## src/rtl/ps2_focus_router.sv

```systemverilog
// ps2_focus_router: decodes the PS/2 scancode stream (make, break, E0-extended),
// owns keyboard focus across up to four entry FSMs and forwards clean make
// codes to the focused one.
// Optional build macro: PS2_ROUTER_REPEAT_FILTER_EN adds a typematic repeat filter.
module ps2_focus_router #(
    parameter int NUM_FIELDS     = 4,
    parameter int TIMEOUT_CYCLES = 0
) (
    input  logic                  Clock,
    input  logic                  nReset,
    input  logic [7:0]            data,
    input  logic                  data_en,
    output logic [7:0]            out_data,
    output logic                  out_valid,
    output logic [NUM_FIELDS-1:0] field_en,
    output logic                  focus_valid
);

    localparam logic [1:0] ST_IDLE    = 2'd0;
    localparam logic [1:0] ST_BRK     = 2'd1;
    localparam logic [1:0] ST_EXT     = 2'd2;
    localparam logic [1:0] ST_EXT_BRK = 2'd3;

    localparam logic [7:0] K_EXT = 8'hE0;
    localparam logic [7:0] K_BRK = 8'hF0;
    localparam logic [7:0] K_F1  = 8'h05;
    localparam logic [7:0] K_F2  = 8'h06;
    localparam logic [7:0] K_F3  = 8'h04;
    localparam logic [7:0] K_F4  = 8'h0C;
    localparam logic [7:0] K_TAB = 8'h0D;
    localparam logic [7:0] K_ESC = 8'h76;

    localparam logic [1:0] LAST_IDX  = 2'(NUM_FIELDS - 1);
    localparam logic [2:0] NF3       = 3'(NUM_FIELDS);

    logic [1:0] state, state_nxt;
    logic       focus_on, focus_nxt;
    logic [1:0] focus_idx, idx_nxt;
    logic       make_stb, brk_stb, accept, expire, fwd;
    logic       sel_hit;
    logic [1:0] sel_idx;
    logic       is_repeat;

    // Decoder next state; only a strobed byte moves it.
    always_comb begin
        state_nxt = state;
        if (data_en) begin
            case (state)
                ST_IDLE:    if (data == K_EXT) state_nxt = ST_EXT;
                            else if (data == K_BRK) state_nxt = ST_BRK;
                ST_BRK:     state_nxt = ST_IDLE;
                ST_EXT:     state_nxt = (data == K_BRK) ? ST_EXT_BRK : ST_IDLE;
                default:    state_nxt = ST_IDLE;
            endcase
        end
    end

    assign make_stb = data_en && (state == ST_IDLE) && (data != K_EXT) && (data != K_BRK);
    assign brk_stb  = data_en && (state == ST_BRK);

`ifdef PS2_ROUTER_REPEAT_FILTER_EN
    logic [7:0] last_make;

    // 0 in last_make means no key is held, so it never matches as a repeat.
    assign is_repeat = (last_make != 8'h00) && (data == last_make);

    // Remember the held key; its break releases it.
    always_ff @(posedge Clock or negedge nReset) begin
        if (!nReset)                     last_make <= 8'h00;
        else if (make_stb && !is_repeat) last_make <= data;
        else if (brk_stb && is_repeat)   last_make <= 8'h00;
    end
`else
    assign is_repeat = 1'b0;
`endif

    assign accept = make_stb && !is_repeat;

    // Map the function keys to a field index.
    always_comb begin
        sel_hit = 1'b1;
        sel_idx = 2'd0;
        case (data)
            K_F1:    sel_idx = 2'd0;
            K_F2:    sel_idx = 2'd1;
            K_F3:    sel_idx = 2'd2;
            K_F4:    sel_idx = 2'd3;
            default: sel_hit = 1'b0;
        endcase
    end

    // Classify an accepted make; a make beats a simultaneous timeout.
    always_comb begin
        focus_nxt = focus_on;
        idx_nxt   = focus_idx;
        fwd       = 1'b0;
        if (accept) begin
            if (sel_hit) begin
                if ({1'b0, sel_idx} < NF3) begin
                    focus_nxt = 1'b1;
                    idx_nxt   = sel_idx;
                end
            end else if (data == K_TAB) begin
                focus_nxt = 1'b1;
                idx_nxt   = (!focus_on || focus_idx == LAST_IDX) ? 2'd0 : focus_idx + 2'd1;
            end else if (data == K_ESC) begin
                focus_nxt = 1'b0;
            end else begin
                fwd = focus_on;
            end
        end else if (expire) begin
            focus_nxt = 1'b0;
        end
    end

    generate
        if (TIMEOUT_CYCLES > 0) begin : g_timeout
            localparam int CW = $clog2(TIMEOUT_CYCLES + 1);
            logic [CW-1:0] idle_cnt;

            assign expire = focus_on && (idle_cnt == CW'(TIMEOUT_CYCLES - 1));

            // Idle counter: parked at 0 without focus, restarted by every accepted make.
            always_ff @(posedge Clock or negedge nReset) begin
                if (!nReset)                          idle_cnt <= '0;
                else if (!focus_on || accept || expire) idle_cnt <= '0;
                else                                  idle_cnt <= idle_cnt + 1'b1;
            end
        end else begin : g_no_timeout
            assign expire = 1'b0;
        end
    endgenerate

    // Decoder, focus and output registers.
    always_ff @(posedge Clock or negedge nReset) begin
        if (!nReset) begin
            state     <= ST_IDLE;
            focus_on  <= 1'b0;
            focus_idx <= 2'd0;
            out_valid <= 1'b0;
            out_data  <= 8'h00;
        end else begin
            state     <= state_nxt;
            focus_on  <= focus_nxt;
            focus_idx <= idx_nxt;
            out_valid <= fwd;
            if (fwd) out_data <= data;
        end
    end

    assign field_en    = focus_on ? (NUM_FIELDS'(1) << focus_idx) : '0;
    assign focus_valid = focus_on;

endmodule

```

## config.mk

```make
export PLATFORM = sky130hd
export DESIGN_NAME = ps2_focus_router
export DESIGN_NICKNAME = d
export VERILOG_FILES = /design/src/rtl/ps2_focus_router.sv
export SDC_FILE = /design/constraint.sdc
export NUM_CORES = 1
export LEC_CHECK = 0
export BUFFER_PORTS_ARGS = -buffer_cell sky130_fd_sc_hd__buf_2
export CAP_MARGIN = 20
export CORE_MARGIN = 10
export CORE_UTILIZATION = 48
export DETAILED_ROUTE_END_ITERATION = 16
export GPL_TIMING_DRIVEN = 0
export PLACE_DENSITY = 0.77
export SLEW_MARGIN = 10
export SYNTH_ARGS = -nofsm -noshare
export SYNTH_HDL_FRONTEND = slang
export SYNTH_SLANG_ARGS = --single-unit
```

## constraint.sdc

```tcl
create_clock -name Clock -period 1.49 [get_ports Clock]
set_clock_uncertainty 0.05 [all_clocks]
set_input_delay 0.0745 -clock Clock [delete_from_list [all_inputs] [get_ports Clock]]
set_output_delay 0.0745 -clock Clock [all_outputs]
set_load 0.1 [all_outputs]
```

Word level (Yosys, flattened, before mapping)
Index checks and enable logic that the tools add are counted.
{"block": "word_totals", "ff_bits": 14, "latchBits": 0, "ram_bits": 0, "romBits": 0, "inputBits": 11, "out_inout_bits": 14, "elab_cells": 46, "mem_count": 0}
{"block": "op_classes", "n_addsub": 1, "mul": 0, "div": 0, "n_lt_le_gt_ge": 0, "n_eq_ne": 13, "n_shift": 1, "mux": 16, "n_bitwise": 0, "n_reduce_logical": 10}
{"cell": "== test 8 x 3 -> 1 bit, second input constant", "count": 3}
{"cell": "== test 8 x 4 -> 1 bit, second input constant", "count": 2}
{"cell": "== test 8 bit, second input constant", "count": 2}
{"cell": "inequality test 8 bit, second input constant", "count": 2}
{"cell": "two-way mux 2 bit", "count": 6}
{"cell": "== test 8 x 7 -> 1 bit, second input constant", "count": 1}
{"cell": "two-way mux 1 bit", "count": 7}
{"cell": "case mux 2 bit (3 select lines)", "count": 1}
{"cell": "== test 2 bit, second input constant", "count": 2}
{"cell": "two-way mux 4 bit", "count": 1}
{"cell": "case mux 2 bit (2 select lines)", "count": 1}
{"cell": "AND reduction 2 bit", "count": 2}
{"cell": "OR reduction 4 bit", "count": 1}
{"cell": "left shift 1 x 2 -> 4 bit, first input constant", "count": 1}
{"cell": "logical AND 1 bit", "count": 3}
{"cell": "inequality test 3 bit, second input constant", "count": 1}
{"cell": "adder 2 x 1 -> 2 bit, second input constant", "count": 1}
{"cell": "logical NOT 2 bit", "count": 1}
{"cell": "nonzero test 2 bit", "count": 1}
{"cell": "logical NOT 1 bit", "count": 1}
{"cell": "logical OR 1 bit", "count": 1}

Longest topological paths before layout
Gate-level depths: netlist (run 1).
{"block": "logic_depth", "word_depth": 5, "mapped_depth": 5, "ltp_nobuf": 5}

Least setup slack after synthesis (run 1)
OpenSTA, ideal clock, no wires.
{"block": "synth_path", "kind": "reg-to-output", "start": "reg focus_on, in the netlist focus_valid", "end": "out field_en[2]", "arrival_ns": 1.892, "required_ns": 1.366, "path_slack_ns": -0.527, "path_stages_with_launch": 2, "path_buffers": 0, "path_cell_list": "dfrtp_1 -> and2_1"}
{"block": "synth_between", "elab_chain_cells": 1}
{"element": "from (decl)", "line": "37", "rtl": "logic focus_on, focus_nxt;"}
{"element": "from (signal assigned)", "line": "144", "rtl": "focus_on <= focus_nxt;"}
{"element": "two-way mux 4 bit", "line": "151", "rtl": "assign field_en = focus_on ? (NUM_FIELDS'(1) << focus_idx) : '0;"}
{"element": "to (decl)", "line": "15", "rtl": "output logic [NUM_FIELDS-1:0] field_en,"}
Every way passes these cells.

Worst setup path in the final report (run 1)
{"block": "layout_path", "start": "reg state[0]", "end": "reg focus_idx[1]"}
{"block": "layout_between", "elab_chain_cells": 5}
{"element": "from (decl)", "line": "36", "rtl": "logic [1:0] state, state_nxt;"}
{"element": "from (signal assigned)", "line": "143", "rtl": "state <= state_nxt;"}
{"element": "logical NOT 2 bit", "line": "58", "rtl": "assign make_stb = data_en && (state == ST_IDLE) && (data != K_EXT) && (data != K_BRK);"}
{"element": "logical AND 1 bit (3 in a row)", "line": "58"}
{"element": "AND reduction 2 bit (no source line)"}
{"element": "to (signal assigned)", "line": "145", "rtl": "focus_idx <= idx_nxt;"}
{"element": "to (decl)", "line": "38", "rtl": "logic [1:0] focus_idx, idx_nxt;"}
Every way passes these cells.
A chain may end at the register's enable or synchronous reset.

==> flow_results.xml, run 1 <==
<?xml version="1.0" encoding="UTF-8"?>
<metrics>
  <group name="place">
    <metric name="hpwl" unit="um">1410</metric>
    <metric name="numPortBuffers" unit="">24</metric>
    <metric name="place.gp.congestion" unit="">0.751</metric>
  </group>
  <group name="setup_path">
    <metric name="cp_max_fo" unit="">4</metric>
    <metric name="cp_required" unit="ns">1.62</metric>
    <metric name="worstSetupEndpointType" unit="">flip-flop</metric>
    <metric name="start_kind" unit="">flip-flop</metric>
    <metric name="ff2ff_path_depth" unit="">5</metric>
    <metric name="timing.setup.critical_path_class" unit="">flip-flop to flip-flop</metric>
    <metric name="arrival_time_at_the_worst_endpoint" unit="ns">1.64</metric>
  </group>
  <group name="clock_network">
    <metric name="tritoncts_num_sinks" unit="">14</metric>
    <metric name="htree_levels" unit="">1</metric>
    <metric name="ctsRootBufferMaster" unit="">sky130_fd_sc_hd__clkbuf_4</metric>
    <metric name="cts-buffers-inserted" unit="">3</metric>
    <metric name="clock_transition_time_at_the_flip_flop_clock_pins_of_the_worst_setup_and_hold_paths" unit="ns">0.09</metric>
    <metric name="clock_path_buffers" unit="">2</metric>
    <metric name="clk-insertion-delay-late" unit="ns">0.29</metric>
    <metric name="tritoncts" unit="">done</metric>
  </group>
  <group name="cells_and_area">
    <metric name="syn_to_final_growth" unit="%">52.3</metric>
    <metric name="fillerInstances" unit="">100</metric>
    <metric name="layout-drive-gt1-share" unit="">0.541</metric>
    <metric name="multi_input_area" unit="um2">425</metric>
    <metric name="fin_util" unit="">0.766</metric>
    <metric name="design.final.nets" unit="">125</metric>
    <metric name="antenna_cells" unit="">0</metric>
    <metric name="ff_latch_area" unit="um2">357</metric>
  </group>
  <group name="floorplan">
    <metric name="placementRows" unit="">14</metric>
    <metric name="initial_utilization" unit="">0.503</metric>
    <metric name="die_w" unit="um">59.5</metric>
    <metric name="dieHeight" unit="um">59.5</metric>
    <metric name="design.core.area" unit="um2">1490</metric>
    <metric name="ios" unit="">25</metric>
    <metric name="design.die.area" unit="um2">3540</metric>
  </group>
  <group name="sta">
    <metric name="finalCritPeriodShare" unit="">1.01</metric>
    <metric name="timing.hold.ws" unit="ns">0.0209</metric>
    <metric name="final.setup.worst_slack" unit="ns">-0.0196</metric>
    <metric name="finalWorstPathRequiredPeriod" unit="ns">1.51</metric>
    <metric name="setup-violations-final" unit="">1</metric>
    <metric name="hold_viol_final" unit="">0</metric>
    <metric name="max_slew_margin" unit="">0.674</metric>
    <metric name="maxClockFrequency" unit="MHz">662</metric>
    <metric name="rsz0062_at_grt" unit="">yes</metric>
    <metric name="worst-slew-pin-transition" unit="ns">0.492</metric>
    <metric name="final-max-slew-violation-count" unit="">0</metric>
  </group>
  <group name="detailed_routing">
    <metric name="drcViolationCount" unit="">0</metric>
    <metric name="detailroute.via_count" unit="">703</metric>
    <metric name="totalWireLength" unit="um">2110</metric>
    <metric name="post_drt_via_cell_ratio" unit="">5.62</metric>
    <metric name="detail_route.iter0.violations" unit="">10</metric>
    <metric name="antenna_violating_nets_left" unit="">0</metric>
    <metric name="final_routed_wire_length_divided_by_cell_count" unit="um">16.9</metric>
    <metric name="drt-pass1-iter-count" unit="">4</metric>
  </group>
  <group name="yosys">
    <metric name="synth_compound_gate_area_share" unit="">0.134</metric>
    <metric name="main_combinational_cell_family_by_area_after_synthesis" unit="">simple AND/OR/NAND/NOR gates</metric>
    <metric name="synth_seq_area_share" unit="">0.468</metric>
    <metric name="yosys.area_share.adder" unit="">0.0669</metric>
    <metric name="synth.lib_cells_used.distinct" unit="">24</metric>
    <metric name="ys_warn_count" unit="">0</metric>
    <metric name="fraction_of_the_mapped_netlist_area_in_simple_logic_gates" unit="">0.181</metric>
    <metric name="syn_nets" unit="">82</metric>
    <metric name="synth_area_per_cell" unit="um2">11.2</metric>
    <metric name="synth-xor-area-share" unit="">0</metric>
    <metric name="post_synth_instance_area" unit="um2">748</metric>
    <metric name="synth.ff_latch_count" unit="">14</metric>
    <metric name="synthCells" unit="">67</metric>
    <metric name="multiplexer_share_of_the_synthesized_area" unit="">0.120</metric>
  </group>
  <group name="power_and_ir_drop">
    <metric name="static-leakage-power" unit="nW">0.529</metric>
    <metric name="worst_ir_drop_vdd" unit="mV">1.54</metric>
    <metric name="powerDensity" unit="nW/um2">1810</metric>
  </group>
  <group name="grt">
    <metric name="grt_antenna_before_repair" unit="">0</metric>
    <metric name="grt_pass1_vias" unit="">690</metric>
    <metric name="overflow" unit="">0</metric>
    <metric name="grt_max_degree" unit="">15</metric>
    <metric name="total_routing_usage_gr" unit="">0.117</metric>
    <metric name="wire_length_of_the_first_global_routing_pass" unit="um">3110</metric>
  </group>
  <group name="outcome">
    <metric name="failed_checks" unit="">negative setup slack</metric>
    <metric name="outcome" unit="">finished, violations left</metric>
  </group>
  <group name="worst_hold_path">
    <metric name="worst_hold_path_type" unit="">primary input to flip-flop</metric>
    <metric name="hold_path_depth" unit="">3</metric>
  </group>
  <group name="run">
    <metric name="max_cap_viol_count" unit="">0</metric>
  </group>
</metrics>
-- path summary, 6_finish.rpt --
check	startpoint	end	slack (ns)
max	state[0]$_DFFE_PN0P_	focus_idx[1]$_DFFE_PN0P_	-0.02
min	data[1]	focus_idx[0]$_DFFE_PN0P_	0.02
max reg2reg	state[0]$_DFFE_PN0P_	focus_idx[1]$_DFFE_PN0P_	-0.02
min reg2reg	out_data[4]$_DFFE_PN0P_	out_data[4]$_DFFE_PN0P_	0.46
max in group asynchronous	nReset	focus_valid$_DFFE_PN0P_	0.96
min in group asynchronous	nReset	out_data[6]$_DFFE_PN0P_	0.17
-- per-stage QoR --
step           instance area (um2)  setup TNS (ns)  setup slack, ns  instances  total power, mW
6_report                      1140         -0.0196          -0.0196        125             2.07
5_1_grt                       1140          -0.164          -0.0886        125             2.14
4_1_cts                       1040        -0.00572         -0.00572        118             2.04
3_5_place_dp                   897          -0.218          -0.0392        107             1.73
3_3_place_gp                   897               0         0.000226        107             1.71
2_1_floorplan                  757               0            0.111         67             1.53
-- logic make-up (layout without fill, tap and decap cells) --
| logic type | Yosys count | in the layout |
|---|---|---|
| mux | 8 | 8 |
| flops | 14 | 14 |
| simple gates | 23 | 23 |
| fa+ha+maj | 4 | 4 |
| buf+inv | 6 | 47 |
| compound gates | 12 | 13 |
-- critical path: stages (launching register included) --
cell and delay (ns):
sky130_fd_sc_hd__dfrtp_1 0.43, sky130_fd_sc_hd__nor3b_4 0.22, sky130_fd_sc_hd__buf_4 0.16, sky130_fd_sc_hd__and3_4 0.21, sky130_fd_sc_hd__nand2_1 0.09, sky130_fd_sc_hd__a22o_1 0.25
-- cell usage after synthesis --
| library cell | count | area, um2 |
|---|---|---|
| sky130_fd_sc_hd__dfrtp_1 | 14 | 350 |
| sky130_fd_sc_hd__inv_1 | 6 | 22.5 |
| sky130_fd_sc_hd__a31oi_2 | 1 | 12.5 |
| sky130_fd_sc_hd__nor3b_1 | 2 | 15.0 |
| sky130_fd_sc_hd__and3_1 | 1 | 6.26 |
| sky130_fd_sc_hd__and2_1 | 5 | 31.3 |
| sky130_fd_sc_hd__o2111ai_4 | 1 | 26.3 |
| sky130_fd_sc_hd__nor3_1 | 1 | 5.00 |
| sky130_fd_sc_hd__mux2_2 | 8 | 90.1 |
| sky130_fd_sc_hd__nor2_1 | 1 | 3.75 |
| sky130_fd_sc_hd__nand3_1 | 1 | 5.00 |
| sky130_fd_sc_hd__nor3b_2 | 1 | 12.5 |
| sky130_fd_sc_hd__o32ai_1 | 1 | 8.76 |
| sky130_fd_sc_hd__o22ai_1 | 2 | 12.5 |
| sky130_fd_sc_hd__nand2b_1 | 1 | 6.26 |
| sky130_fd_sc_hd__a21oi_1 | 2 | 10.0 |
| sky130_fd_sc_hd__a31oi_1 | 1 | 6.26 |
| sky130_fd_sc_hd__nor2b_1 | 1 | 6.26 |
| sky130_fd_sc_hd__ha_1 | 4 | 50.1 |
| sky130_fd_sc_hd__nand4b_1 | 1 | 8.76 |
| sky130_fd_sc_hd__a22o_1 | 1 | 8.76 |
| sky130_fd_sc_hd__nand2_1 | 6 | 22.5 |
| sky130_fd_sc_hd__o21ai_0 | 3 | 15.0 |
| sky130_fd_sc_hd__nand4_1 | 2 | 12.5 |
-- cells in the final DEF, fill, tap and decap left out, types with 4 or more instances in the layout --
cell type,n
sky130_fd_sc_hd__buf_2,19
sky130_fd_sc_hd__buf_4,8
sky130_fd_sc_hd__dfrtp_1,11
sky130_fd_sc_hd__dlygate4sd3_1,4
sky130_fd_sc_hd__inv_1,5
sky130_fd_sc_hd__mux2_2,7
sky130_fd_sc_hd__nand2_1,6
-- state kept, by name, summed over array words and instances (netlist names) --
register and flops:
out_data 8, focus_idx 2, state 2, focus_valid 1
out_valid 1
-- layer usage --
| metal | wire length, um | vias up | GRT usage |
|---|---|---|---|
| li1 | - | 326 | - |
| met3 | 138 | 11 | 0.0408 |
| met5 | 0 | - | 0 |
| met2 | 1110 | 34 | 0.196 |
| met1 | 764 | 332 | 0.113 |
| met4 | 98 | 0 | 0.0918 |
-- final cells by class --
type,count,area share
inverter,6,0.0198
multi-input combinational,48,0.373
sequential,14,0.313
tap,16,0.0176
timing repair buffer,37,0.245
clock buffer,4,0.0318
-- power breakdown --
group          internal [mW]  switching, mW
logic                  0.238          0.989
clock network          0.149          0.131
registers              0.490         0.0688
total                  0.877           1.19
-- what timing repair did --
action	4_1_cts	5_1_grt
setup endpoints to repair	13	13
gates cloned	0	1
endpoints found under the hold margin	17	0
hold buffers	4	0
pin swaps	1	1
resized for setup	13	11
setup buffers	3	6
No activity file was read; power rests on OpenSTA's default activity.
==> run 2: changes to the inputs <==
Settings changed: CTS_BUF_LIST set to sky130_fd_sc_hd__clkbuf_16.
==> run 2 against run 1 <==
The run still ends with negative setup slack left. Global-route usage up 0.34 points. Setup slack improved by 0.017 ns. Sequential share of layout area increased by 1.2 points. Critical path depth unchanged. Hold slack gained 0.039 ns. Sequential power about the same. Non-clock buffer count is 6 lower. Cell count decreased by 4.8%. Routed wire length increased by 3.1%. Die area did not move. Design area down 3.8%. First-iteration DRC count up 40%. Largest power group unchanged.
==> flow_results.xml, run 2 (synthesis gave the netlist of run 1 again) <==
<?xml version="1.0" encoding="UTF-8"?>
<metrics>
  <group name="setup_path">
    <metric name="cp.depth" unit="">5</metric>
    <metric name="crit_path_max_incr_delay" unit="ns">0.43</metric>
    <metric name="sequence_of_cells_on_the_critical_path" unit="">nor3b_4 &gt; buf_4 &gt; and3_4 &gt; nand2_1 &gt; a22o_1</metric>
    <metric name="crit-reg2reg-capture" unit="">focus_idx[1]$_DFFE_PN0P_</metric>
    <metric name="slowest_stage" unit="">sky130_fd_sc_hd__dfrtp_2</metric>
    <metric name="arrival_time_at_the_worst_endpoint" unit="ns">1.57</metric>
    <metric name="worstSetupEndpointType" unit="">flip-flop</metric>
    <metric name="cp-endpoint" unit="">focus_idx[1]$_DFFE_PN0P_</metric>
    <metric name="setup.reg_to_reg.worst_slack" unit="ns">-0.003</metric>
    <metric name="timing.setup.critical_path_class" unit="">flip-flop to flip-flop</metric>
    <metric name="worst_path_dominant_cell_family" unit="">simple AND/OR/NAND/NOR gates</metric>
    <metric name="r2r_start" unit="">state[1]$_DFFE_PN0P_</metric>
    <metric name="crit_path_buf_inv_count" unit="">1</metric>
    <metric name="cp-startpoint" unit="">state[1]$_DFFE_PN0P_</metric>
    <metric name="start_kind" unit="">flip-flop</metric>
    <metric name="cp_max_fo" unit="">4</metric>
    <metric name="ff2ff_path_depth" unit="">5</metric>
    <metric name="cp_required" unit="ns">1.57</metric>
  </group>
  <group name="cells_and_area">
    <metric name="max_flop_register" unit="">out_data</metric>
    <metric name="syn_to_final_growth" unit="%">46.5</metric>
    <metric name="fin_cells" unit="">119</metric>
    <metric name="mostFrequentLayoutCells" unit="">sky130_fd_sc_hd__buf_2 (20), sky130_fd_sc_hd__dfrtp_1 (11), sky130_fd_sc_hd__mux2_2 (7), sky130_fd_sc_hd__buf_4 (7)</metric>
    <metric name="layout-drive-gt1-share" unit="">0.515</metric>
    <metric name="antenna_cells" unit="">0</metric>
    <metric name="biggestRegsByFlops" unit="">out_data x8, focus_idx x2, state x2</metric>
    <metric name="design.final.nets" unit="">119</metric>
    <metric name="mostFrequentLayoutCell" unit="">sky130_fd_sc_hd__buf_2</metric>
    <metric name="largest_register_ffs" unit="">8</metric>
  </group>
  <group name="clock_network">
    <metric name="clock_path_buffers" unit="">2</metric>
    <metric name="clk-insertion-delay-late" unit="ns">0.24</metric>
    <metric name="tritoncts" unit="">done</metric>
    <metric name="clock_transition_time_at_the_flip_flop_clock_pins_of_the_worst_setup_and_hold_paths" unit="ns">0.04</metric>
    <metric name="cts-buffers-inserted" unit="">3</metric>
    <metric name="ctsRootBufferMaster" unit="">sky130_fd_sc_hd__clkbuf_16</metric>
    <metric name="htree_levels" unit="">1</metric>
    <metric name="tritoncts_num_sinks" unit="">14</metric>
  </group>
  <group name="floorplan">
    <metric name="design.core.area" unit="um2">1490</metric>
    <metric name="dieHeight" unit="um">59.5</metric>
    <metric name="placementRows" unit="">14</metric>
    <metric name="initial_utilization" unit="">0.503</metric>
    <metric name="ios" unit="">25</metric>
    <metric name="die_w" unit="um">59.5</metric>
    <metric name="design.die.area" unit="um2">3540</metric>
  </group>
  <group name="run">
    <metric name="max_cap_viol_count" unit="">0</metric>
  </group>
  <group name="detailed_routing">
    <metric name="drt-pass1-iter-count" unit="">4</metric>
    <metric name="totalWireLength" unit="um">2170</metric>
    <metric name="detail_route.iter0.violations" unit="">14</metric>
    <metric name="antenna_violating_nets_left" unit="">0</metric>
    <metric name="final_routed_wire_length_divided_by_cell_count" unit="um">18.3</metric>
    <metric name="detailroute.via_count" unit="">705</metric>
    <metric name="drcViolationCount" unit="">0</metric>
    <metric name="post_drt_via_cell_ratio" unit="">5.92</metric>
  </group>
  <group name="outcome">
    <metric name="failed_checks" unit="">negative setup slack</metric>
    <metric name="outcome" unit="">finished, violations left</metric>
  </group>
  <group name="worst_hold_path">
    <metric name="worst_hold_path_type" unit="">primary input to flip-flop</metric>
    <metric name="timing.hold.worst.start" unit="">data_en</metric>
  </group>
  <group name="sta">
    <metric name="maxClockFrequency" unit="MHz">670</metric>
    <metric name="final.setup.worst_slack" unit="ns">-0.00299</metric>
    <metric name="final-max-slew-violation-count" unit="">0</metric>
    <metric name="worst-slew-pin-transition" unit="ns">0.491</metric>
    <metric name="max_slew_margin" unit="">0.675</metric>
    <metric name="setup-violations-final" unit="">1</metric>
    <metric name="rsz0062_at_grt" unit="">yes</metric>
    <metric name="finalCritPeriodShare" unit="">1.00</metric>
    <metric name="finalWorstPathRequiredPeriod" unit="ns">1.49</metric>
    <metric name="hold_viol_final" unit="">0</metric>
  </group>
  <group name="power_and_ir_drop">
    <metric name="static-leakage-power" unit="nW">0.513</metric>
    <metric name="sequentialPowerShare" unit="">0.247</metric>
    <metric name="powerDensity" unit="nW/um2">2070</metric>
    <metric name="power.net_switching" unit="mW">1.20</metric>
    <metric name="comb_power_share" unit="">0.532</metric>
    <metric name="p_sw_frac" unit="">0.530</metric>
    <metric name="worst_ir_drop_vdd" unit="mV">1.58</metric>
    <metric name="cell_internal_pwr" unit="mW">1.07</metric>
    <metric name="design_power_total" unit="mW">2.27</metric>
    <metric name="pwr-share-clk" unit="">0.221</metric>
  </group>
  <group name="place">
    <metric name="place.gp.congestion" unit="">0.751</metric>
    <metric name="hpwl" unit="um">1410</metric>
    <metric name="numPortBuffers" unit="">24</metric>
    <metric name="dp_slack" unit="ns">-0.0392</metric>
    <metric name="placed_cells_incl_taps" unit="">107</metric>
  </group>
  <group name="grt">
    <metric name="grt_max_degree" unit="">15</metric>
    <metric name="grt_pass1_vias" unit="">704</metric>
    <metric name="grt_antenna_before_repair" unit="">0</metric>
    <metric name="total_routing_usage_gr" unit="">0.120</metric>
    <metric name="wire_length_of_the_first_global_routing_pass" unit="um">3200</metric>
    <metric name="overflow" unit="">0</metric>
  </group>
</metrics>
-- run 2: layer usage --
| metal | global-route usage | vias to the layer above | wire length [um] |
|---|---|---|---|
| li1 | - | 317 | - |
| met1 | 0.117 | 356 | 834 |
| met2 | 0.201 | 28 | 1190 |
| met3 | 0.0494 | 4 | 115 |
| met4 | 0.0852 | 0 | 29 |
| met5 | 0 | - | 0 |
-- run 2: through the flow --
step           hold slack, ns   util  instance area [um2]  TNS (ns)
6_report               0.0601  0.736                 1100  -0.00299
5_1_grt                0.0544  0.736                 1100   -0.0430
4_1_cts                0.0535  0.683                 1020  -0.00307
3_5_place_dp          -0.0674  0.603                  897    -0.218
3_3_place_gp          -0.0691  0.603                  897         0
2_1_floorplan          -0.271      -                  757         0
-- run 2: timing repair --
action | CTS | global route
cloned | 0 | 1
resized for setup | 5 | 8
pin swaps | 1 | 2
hold endpoints to repair | 14 | 0
setup endpoints to repair | 13 | 12
buffers inserted | 2 | 4
hold buffers | 1 | 0
-- run 2: power groups by stage --
stage	combinational [mW]	clock, mW	sequential (mW)
after floorplan	0.219	0	1.31
after global placement	1.16	0	0.552
after detailed placement	1.17	0	0.563
after CTS	1.19	0.506	0.558
after global routing	1.25	0.526	0.582
final	1.21	0.502	0.562
-- run 2: final cells by class --
| cell class | count | area, um2 |
|---|---|---|
| multi-input combinational | 48 | 422 |
| fill | 99 | 393 |
| clock buffer | 3 | 75.1 |
| tap | 16 | 20.0 |
| inverter | 6 | 22.5 |
| clock inverter | 1 | 3.75 |
| sequential | 14 | 357 |
| timing repair buffer | 31 | 196 |
-- run 2: how the worst min path moves through the flow --
stage,to,slack (ns),cells past startpoint
after floorplan,focus_idx[0]$_DFFE_PN0P_,-0.27,0
final,state[1]$_DFFE_PN0P_,0.06,2
after global placement,out_valid$_DFF_PN0_,-0.07,1
after CTS,state[1]$_DFFE_PN0P_,0.05,2
after global routing,state[1]$_DFFE_PN0P_,0.05,2
after detailed placement,out_valid$_DFF_PN0_,-0.07,1
-- run 2: worst register-to-register path, cell delays in order (launching register included) --
cell                      delay [ns]
sky130_fd_sc_hd__dfrtp_2        0.43
sky130_fd_sc_hd__nor3b_4        0.21
sky130_fd_sc_hd__buf_4          0.16
sky130_fd_sc_hd__and3_4         0.21
sky130_fd_sc_hd__nand2_1        0.08
sky130_fd_sc_hd__a22o_1         0.24
